[src/rtl/math_seq.sv]
// math_seq: command sequencer in front of the byte-serial `math` accumulator.
// Turns word-wide host commands (LOAD / READ / ADD8 / CLEAR) into the opcode
// stream `math` consumes, and rebuilds full-width words from its 8-bit result.
//
// Ports:
//   clk, rst_n           clock, asynchronous active-low reset
//   cmd_valid/cmd_ready  command handshake (ready only while idle)
//   cmd_op, cmd_data     0=LOAD 1=READ 2=ADD8 3=CLEAR, payload
//   rsp_valid/rsp_ready  READ result handshake
//   rsp_data             READ result word
//   m_op, m_data         registered opcode/operand to math op_in/data_in
//   m_result             math data_out (accumulator low byte)
module math_seq #(
    parameter int unsigned BITS = 64
) (
    input  logic            clk,
    input  logic            rst_n,
    input  logic            cmd_valid,
    output logic            cmd_ready,
    input  logic [1:0]      cmd_op,
    input  logic [BITS-1:0] cmd_data,
    output logic            rsp_valid,
    input  logic            rsp_ready,
    output logic [BITS-1:0] rsp_data,
    output logic [7:0]      m_op,
    output logic [7:0]      m_data,
    input  logic [7:0]      m_result
);

    localparam int unsigned BYTES = BITS / 8;
    localparam int unsigned CNT_W = $clog2(BYTES);
    localparam logic [CNT_W-1:0] CNT_LAST = CNT_W'(BYTES - 1);

    localparam logic [1:0] CMD_LOAD  = 2'd0;
    localparam logic [1:0] CMD_READ  = 2'd1;
    localparam logic [1:0] CMD_ADD8  = 2'd2;
    localparam logic [1:0] CMD_CLEAR = 2'd3;

    localparam logic [7:0] OP_NOP = 8'h00;
    localparam logic [7:0] OP_CLR = 8'h01;
    localparam logic [7:0] OP_SET = 8'h02;
    localparam logic [7:0] OP_ADD = 8'h03;
    localparam logic [7:0] OP_SHL = 8'h04;
    localparam logic [7:0] OP_SHR = 8'h05;

    typedef enum logic [2:0] {
        S_IDLE,
        S_CLR,
        S_SHL,
        S_SET,
        S_RD,
        S_RSP,
        S_ADD
    } state_t;

    state_t            r_state;
    logic [CNT_W-1:0]  r_cnt;
    logic [1:0]        r_kind;
    logic [BITS-1:0]   r_load;
    logic [7:0]        r_op;
    logic [7:0]        r_data;
    logic              r_cmd_ready;
    logic              r_rsp_valid;
    logic [BITS-1:0]   r_rsp_data;

    state_t            w_state_nxt;
    logic [CNT_W-1:0]  w_cnt_nxt;
    logic [7:0]        w_op_nxt;
    logic [7:0]        w_data_nxt;
    logic              w_accept;
    logic [BITS-1:0]   w_src;

    // Reload source: a READ restores the word it just shifted out.
    assign w_src = (r_kind == CMD_READ) ? r_rsp_data : r_load;

    // Next state plus the math-side operation for the cycle that state occupies.
    always_comb begin
        w_state_nxt = r_state;
        w_cnt_nxt   = r_cnt;
        w_op_nxt    = OP_NOP;
        w_data_nxt  = 8'h00;
        w_accept    = 1'b0;

        case (r_state)
            S_IDLE: begin
                if (cmd_valid) begin
                    w_accept = 1'b1;
                    case (cmd_op)
                        CMD_READ: begin
                            w_state_nxt = S_RD;
                            w_cnt_nxt   = CNT_LAST;
                        end
                        CMD_ADD8: w_state_nxt = S_ADD;
                        default:  w_state_nxt = S_CLR;
                    endcase
                end
            end
            S_CLR: begin
                if (r_kind == CMD_CLEAR) begin
                    w_state_nxt = S_IDLE;
                end else begin
                    w_state_nxt = S_SHL;
                    w_cnt_nxt   = CNT_LAST;
                end
            end
            S_SHL: w_state_nxt = S_SET;
            S_SET: begin
                if (r_cnt == '0) begin
                    w_state_nxt = (r_kind == CMD_READ) ? S_RSP : S_IDLE;
                end else begin
                    w_state_nxt = S_SHL;
                    w_cnt_nxt   = r_cnt - CNT_W'(1);
                end
            end
            S_RD: begin
                if (r_cnt == '0) begin
                    w_state_nxt = S_CLR;
                end else begin
                    w_cnt_nxt = r_cnt - CNT_W'(1);
                end
            end
            S_RSP: begin
                if (rsp_ready) begin
                    w_state_nxt = S_IDLE;
                end
            end
            S_ADD:   w_state_nxt = S_IDLE;
            default: w_state_nxt = S_IDLE;
        endcase

        case (w_state_nxt)
            S_CLR: w_op_nxt = OP_CLR;
            S_SHL: begin
                w_op_nxt   = OP_SHL;
                w_data_nxt = 8'd8;
            end
            S_SET: begin
                w_op_nxt   = OP_SET;
                w_data_nxt = 8'(w_src >> {w_cnt_nxt, 3'b000});
            end
            S_RD: begin
                w_op_nxt   = OP_SHR;
                w_data_nxt = 8'd8;
            end
            S_ADD: begin
                w_op_nxt   = OP_ADD;
                w_data_nxt = cmd_data[7:0];
            end
            default: begin
                w_op_nxt   = OP_NOP;
                w_data_nxt = 8'h00;
            end
        endcase
    end

    // State and output registers.
    always_ff @(posedge clk or negedge rst_n) begin
        if (!rst_n) begin
            r_state     <= S_IDLE;
            r_cnt       <= '0;
            r_kind      <= CMD_LOAD;
            r_load      <= '0;
            r_op        <= OP_NOP;
            r_data      <= 8'h00;
            r_cmd_ready <= 1'b1;
            r_rsp_valid <= 1'b0;
            r_rsp_data  <= '0;
        end else begin
            r_state     <= w_state_nxt;
            r_cnt       <= w_cnt_nxt;
            r_op        <= w_op_nxt;
            r_data      <= w_data_nxt;
            r_cmd_ready <= (w_state_nxt == S_IDLE);
            r_rsp_valid <= (w_state_nxt == S_RSP);
            if (w_accept) begin
                r_kind <= cmd_op;
                r_load <= cmd_data;
            end
            // m_result still shows the pre-shift low byte at the closing edge.
            if (r_state == S_RD) begin
                r_rsp_data <= {m_result, r_rsp_data[BITS-1:8]};
            end
        end
    end

    assign cmd_ready = r_cmd_ready;
    assign rsp_valid = r_rsp_valid;
    assign rsp_data  = r_rsp_data;
    assign m_op      = r_op;
    assign m_data    = r_data;

endmodule

[config.mk]
export PLATFORM = sky130hd
export DESIGN_NAME = math_seq
export DESIGN_NICKNAME = d
export VERILOG_FILES = /design/src/rtl/math_seq.sv
export SDC_FILE = /design/constraint.sdc
export NUM_CORES = 1
export LEC_CHECK = 0
export BUFFER_PORTS_ARGS = -buffer_cell sky130_fd_sc_hd__buf_2
export CORE_UTILIZATION = 59
export CTS_CLUSTER_SIZE = 25
export DETAILED_ROUTE_END_ITERATION = 10
export PLACE_DENSITY_LB_ADDON = 0.1
export SYNTH_ARGS = -nofsm -noshare
export SYNTH_HDL_FRONTEND = slang
export SYNTH_SLANG_ARGS = --single-unit
[constraint.sdc]
create_clock -name clk -period 6.88 [get_ports clk]
set_clock_uncertainty 0.1 [all_clocks]
set_input_delay 0.688 -clock clk [delete_from_list [all_inputs] [get_ports clk]]
set_output_delay 0.688 -clock clk [all_outputs]
set_load 0.02 [all_outputs]
; ---- After elaboration in Yosys (flattened, before gate mapping)
; Cells that the tools add are included.
[classes]
n_eq_ne = 15
n_shift = 1
mux = 18
n_reduce_logical = 5
addsub = 1
[op_table]
columns = op, n
row1 = $mux W64, 1
row2 = $shr A64 B6 Y8, 1
row3 = $mux W3, 9
row4 = $pmux W8 S3, 1
row5 = $pmux W3 S6, 1
row6 = $eq A3 B3 Y1 const B, 5
row7 = $pmux W3 S5, 1
row8 = $eq A3 B2 Y1 const B, 4
row9 = $logic_not A3 Y1, 3
row10 = $pmux W3 S3, 1
row11 = $eq A3 B1 Y1 const B, 2
row12 = $pmux W3 S2, 1
row13 = $eq A2 B1 Y1 const B, 2
row14 = $eq A2 B2 Y1 const B, 2
row15 = $reduce_or A2 Y1, 2
row16 = $sub A3 B1 Y3 const B, 1
row17 = $mux W1, 2
row18 = $mux W2, 1
[word_totals]
inputBits = 78
wordCells = 49
regBits = 154
output_inout_bits = 82

; ---- Logic depth before layout (Yosys ltp)
[logic_depth]
ltp_word = 7
ltp_mapped = 10
depth_no_buf = 10

; ---- Worst setup path before layout
; OpenSTA, ideal clock, no wires.
[synth_timing]
kind = in2reg
start = input port cmd_op[1]
end = register r_data[3], in the netlist m_data[3]
path_slack_ps = 4105
arrival_ps = 2546
required_time_ps = 6651
setup_time_ps = 129
cell_stages = 9
n_path_buf = 0
path_cell_list = inv_1 -> ha_1 -> and3b_1 -> o32a_1 -> o32ai_4 -> mux4_2 -> nand2_1 -> a21oi_1 -> a2111o_1
[synth_via]
elab_chain_cells = 7
word_cells_on_any_way = 15
classes_between = eq/ne: 6 / shift: 1 / mux: 7 / reduce/logical: 1
[synth_lines]
columns = item, line_no
row1 = "start, declared", 20  ; input logic [1:0] cmd_op,
row2 = "parallel branches: the longest is 6 deep, another holds $shr A64 B6 Y8", n/a
row3 = $pmux W8 S3 *, 131  ; case (w_state_nxt)
row4 = via w_data_nxt[3], 69  ; logic [7:0] w_data_nxt;
row5 = "end signal, assigned", 172  ; r_data <= w_data_nxt;
row6 = "end, declared", 61  ; logic [7:0] r_data;
; Mark *: on every way through the listed nets, which the timed path passes.
; A chain may end at the register's enable or synchronous reset.

; ---- Final worst setup path
[layout_timing]
start = register r_state[1]
end = register r_data[1], in the netlist m_data[1]
[layout_via]
elab_chain_cells = 5
word_cells_on_any_way = 19
classes_between = eq/ne: 9 / shift: 1 / mux: 6 / reduce/logical: 3
[layout_lines]
columns = item, line_no
row1 = "start, declared", 56  ; state_t r_state;
row2 = "start signal, assigned", 169  ; r_state <= w_state_nxt;
row3 = $eq A3 B3 Y1 / $eq A3 B2 Y1 (equally long branches), 84  ; case (r_state)
row4 = $reduce_or A2 Y1 (no source line), n/a
row5 = $pmux W3 S3 *, 84
row6 = via w_cnt_nxt[0], 67  ; logic [CNT_W-1:0] w_cnt_nxt;
row7 = $shr A64 B6 Y8 *, 139  ; w_data_nxt = 8'(w_src >> {w_cnt_nxt, 3'b000});
row8 = $pmux W8 S3 *, 131
row9 = via w_data_nxt[1], 69
; Mark *: on every way through the listed nets, which the timed path passes. The rest lies on a longest branch.

==> impl_metrics.toml <==
[critical_path]
path_class = "flip-flop to flip-flop"
cp-start-kind = "flip-flop"
critPathArrivalTime_ns = 3.84
crit_required_ns = 7.11
crit_path_end_kind = "flip-flop"
cp_max_fo = 66

[layout]
layout_commonest_cell = "nand2_1"
fill_cells = 845
area_growth_pct = 19.74
num_antenna_cells = 0
fin_nets = 872
final_area_um2 = 8494
drive_above_1_share_pct = 34.46
final_cell_mix = "nand2_1 (211), buf_2 (153), dfrtp_1 (148), mux2i_1 (73), mux2_2 (71)"

[logic_synthesis]
synth_warnings = 0
yosys.area.top_type = "dfrtp_1"
synth_edf_count = 0
synth_top_cell_area_share_pct = 52.20
async_flop_share_pct = 100.0
synth_area_um2 = 7094
synth_flop_cell = "dfrtp_1"
ys_seq_area_share_pct = 52.57
ys_types = 51
yosys-top-cells-area = "dfrtp_1 (52%), mux2_2 (11%), nand2_1 (11%), mux2i_1 (10%), mux4_2 (2.2%)"
synth_cells = 649
synth_seq_cells = 149
avgSynthCellArea_um2 = 10.93

[global_route]
grt_max_degree = 83
first_global_vias = 5432
grt.total_usage_pct = 29.38
antenna_found_initial = 0
grt_first_pass_wirelength_mm = 28.28
overflow = 0

[routing]
drt_first_pass_iters = 10
routed_wl_mm = 17.27
wl_per_cell_um = 18.29
ant_nets = 0
viasPerCell = 5.685
vias = 5367
drc = 12
drt_iter0_drc = 398

[status]
status = "complete, but fails checks"
violations = "design-rule violations"

[power]
p_leak_uw = 0.004561
seq_power_share_pct = 34.3
p_switching_uw = 1908
p_per_area_nw_per_um2 = 557.3
intPower_uw = 2826
p_clk_share_pct = 19.5
ir_drop_mv = 0.2709
swShare_pct = 40.30
p_comb_share_pct = 46.2

[sta]
fin_crit_sh_pct = 52.43
max_freq_mhz = 277.2
fin_setup_tns_ns = 0
setup_viol = 0
drv_slew = 0
maxSlewHeadroom_pct = 28.80
rsz0062_at_grt = "false"
min_period_ns = 3.608
hold_viol = 0
worst_pin_slew_ns = 1.068

[clock_tree]
clockBufferDepth = 2
hold_buffers = 0
cts_sinks = 149
cts.clk_slew.worst_paths_ns = 0.06
cts_tree = "built"
cts_resized = 0
clockRootBuffer = "clkbuf_16"
insertion_delay_ns = 0.42
htreeDepth = 4
cts_buffers = 17
cts_setup_buffers = 0

[placement]
port_buffers = 154
gp_congestion = 0.8620
dp_hpwl_mm = 11.61
dpl_cell_area_um2 = 7914

[die]
core-area_um2 = 11560
dieHeight_um = 111.7
io_pins = 160
die_w_um = 111.7
dieArea_um2 = 12470
start_util_pct = 61.34
fp-row-count = 39

[min_path]
worstHoldPathType = "primary input to asynchronous set/reset pin"

[flow_run]
maxCapViolCount = 0
==> worst paths after layout <==
kind,startpoint,end,slack (ns),cells past startpoint
hold / removal,rst_n,rsp_valid,0.15,1
setup reg to reg,r_state[1],m_data[1],3.27,6
min in group clk,m_result[0],rsp_data[56],0.36,3
setup / recovery,r_state[1],m_data[1],3.27,6
hold reg to reg,r_load[2],r_load[2],0.41,1
max in group asynchronous,rst_n,r_load[32],5.07,2
==> state kept, by name (all words and copies together) (netlist names) <==
register and flops:
cmd_ready 1, m_op 3, m_data 8, r_kind 2, rsp_data 64, r_load 64, r_state 3, r_cnt 3
rsp_valid 1
==> final cells by class <==
class	instances	area [um2]	share of cell area [%]
Multi-Input combinational cell	454	3158	37.18
Sequential cell	149	3730	43.91
Clock inverter	9	130.1	1.532
Timing Repair Buffer	158	807.0	9.501
Tap cell	143	178.9	2.106
Clock buffer	21	450.4	5.303
Inverter	10	40.04	0.4714
==> logic make-up after synthesis <==
| family | share of synthesized area [%] |
|---|---|
| other | 0.05286 |
| buffers and inverters | 3.421 |
| adder cells (fa/ha/maj) | 0.7055 |
| AO/OA/AOI/OAI | 4.586 |
| AND/OR/NAND/NOR | 14.62 |
| flip-flops | 52.57 |
| XOR/XNOR | 0.2470 |
| multiplexers | 23.79 |
==> layer usage <==
layer / global-route usage [%] / wire length [um]
met3: 7.676 / 1042
met2: 46.46 / 8413
met4: 9.459 / 265
met1: 39.83 / 7545
met5: 0 / 0
==> through the flow <==
step                      power (uW)  cells  util (%)  worst slack (ns)  hold WS [ns]
after CTS                       4750    944     73.45             3.243        0.1810
final                           4734    944     73.45             3.273        0.1502
after detailed placement        3813    914     68.43             3.255        0.3901
after global placement          3740    914     68.43             3.484        0.3807
after floorplan                 3195    653         -             4.105        0.2924
after global routing            5004    944     73.45             2.995        0.2006
==> power groups by stage <==
| stage | Sequential, uW | Combinational [uW] | Clock, uW |
|---|---|---|---|
| 2_1_floorplan | 1710 | 1490 | 0 |
| 3_3_place_gp | 1600 | 2130 | 0 |
| 3_5_place_dp | 1630 | 2180 | 0 |
| 4_1_cts | 1620 | 2200 | 937 |
| 5_1_grt | 1670 | 2360 | 972 |
| 6_report | 1620 | 2190 | 924 |
==> synth_stat cells, types with 2 or more instances <==
| library cell | n |
|---|---|
| mux2i_1 | 73 |
| nor3_1 | 4 |
| nand2_1 | 211 |
| o211ai_1 | 5 |
| nor2_1 | 13 |
| ha_1 | 4 |
| inv_1 | 8 |
| o32a_1 | 2 |
| buf_4 | 6 |
| mux2_2 | 71 |
| a21oi_1 | 11 |
| buf_2 | 15 |
| nor3b_1 | 3 |
| or2_1 | 2 |
| o21ai_0 | 2 |
| mux4_2 | 7 |
| o21ai_1 | 2 |
| o22ai_1 | 2 |
| buf_1 | 6 |
| nand3b_1 | 3 |
| a21o_1 | 3 |
| dfrtp_1 | 148 |
| clkbuf_1 | 12 |
| o21a_1 | 2 |
| nand2b_1 | 3 |
| nor4_1 | 2 |
| a2bb2oi_1 | 5 |
==> worst max-delay path: stages (launching register included) <==
cell	delay (ns)
dfrtp_1	0.73
or3b_4	0.82
nand2_1	0.14
a22oi_2	0.83
inv_2	0.28
or2_1	0.39
o211ai_1	0.23
Power figures use the tool's default switching activity.
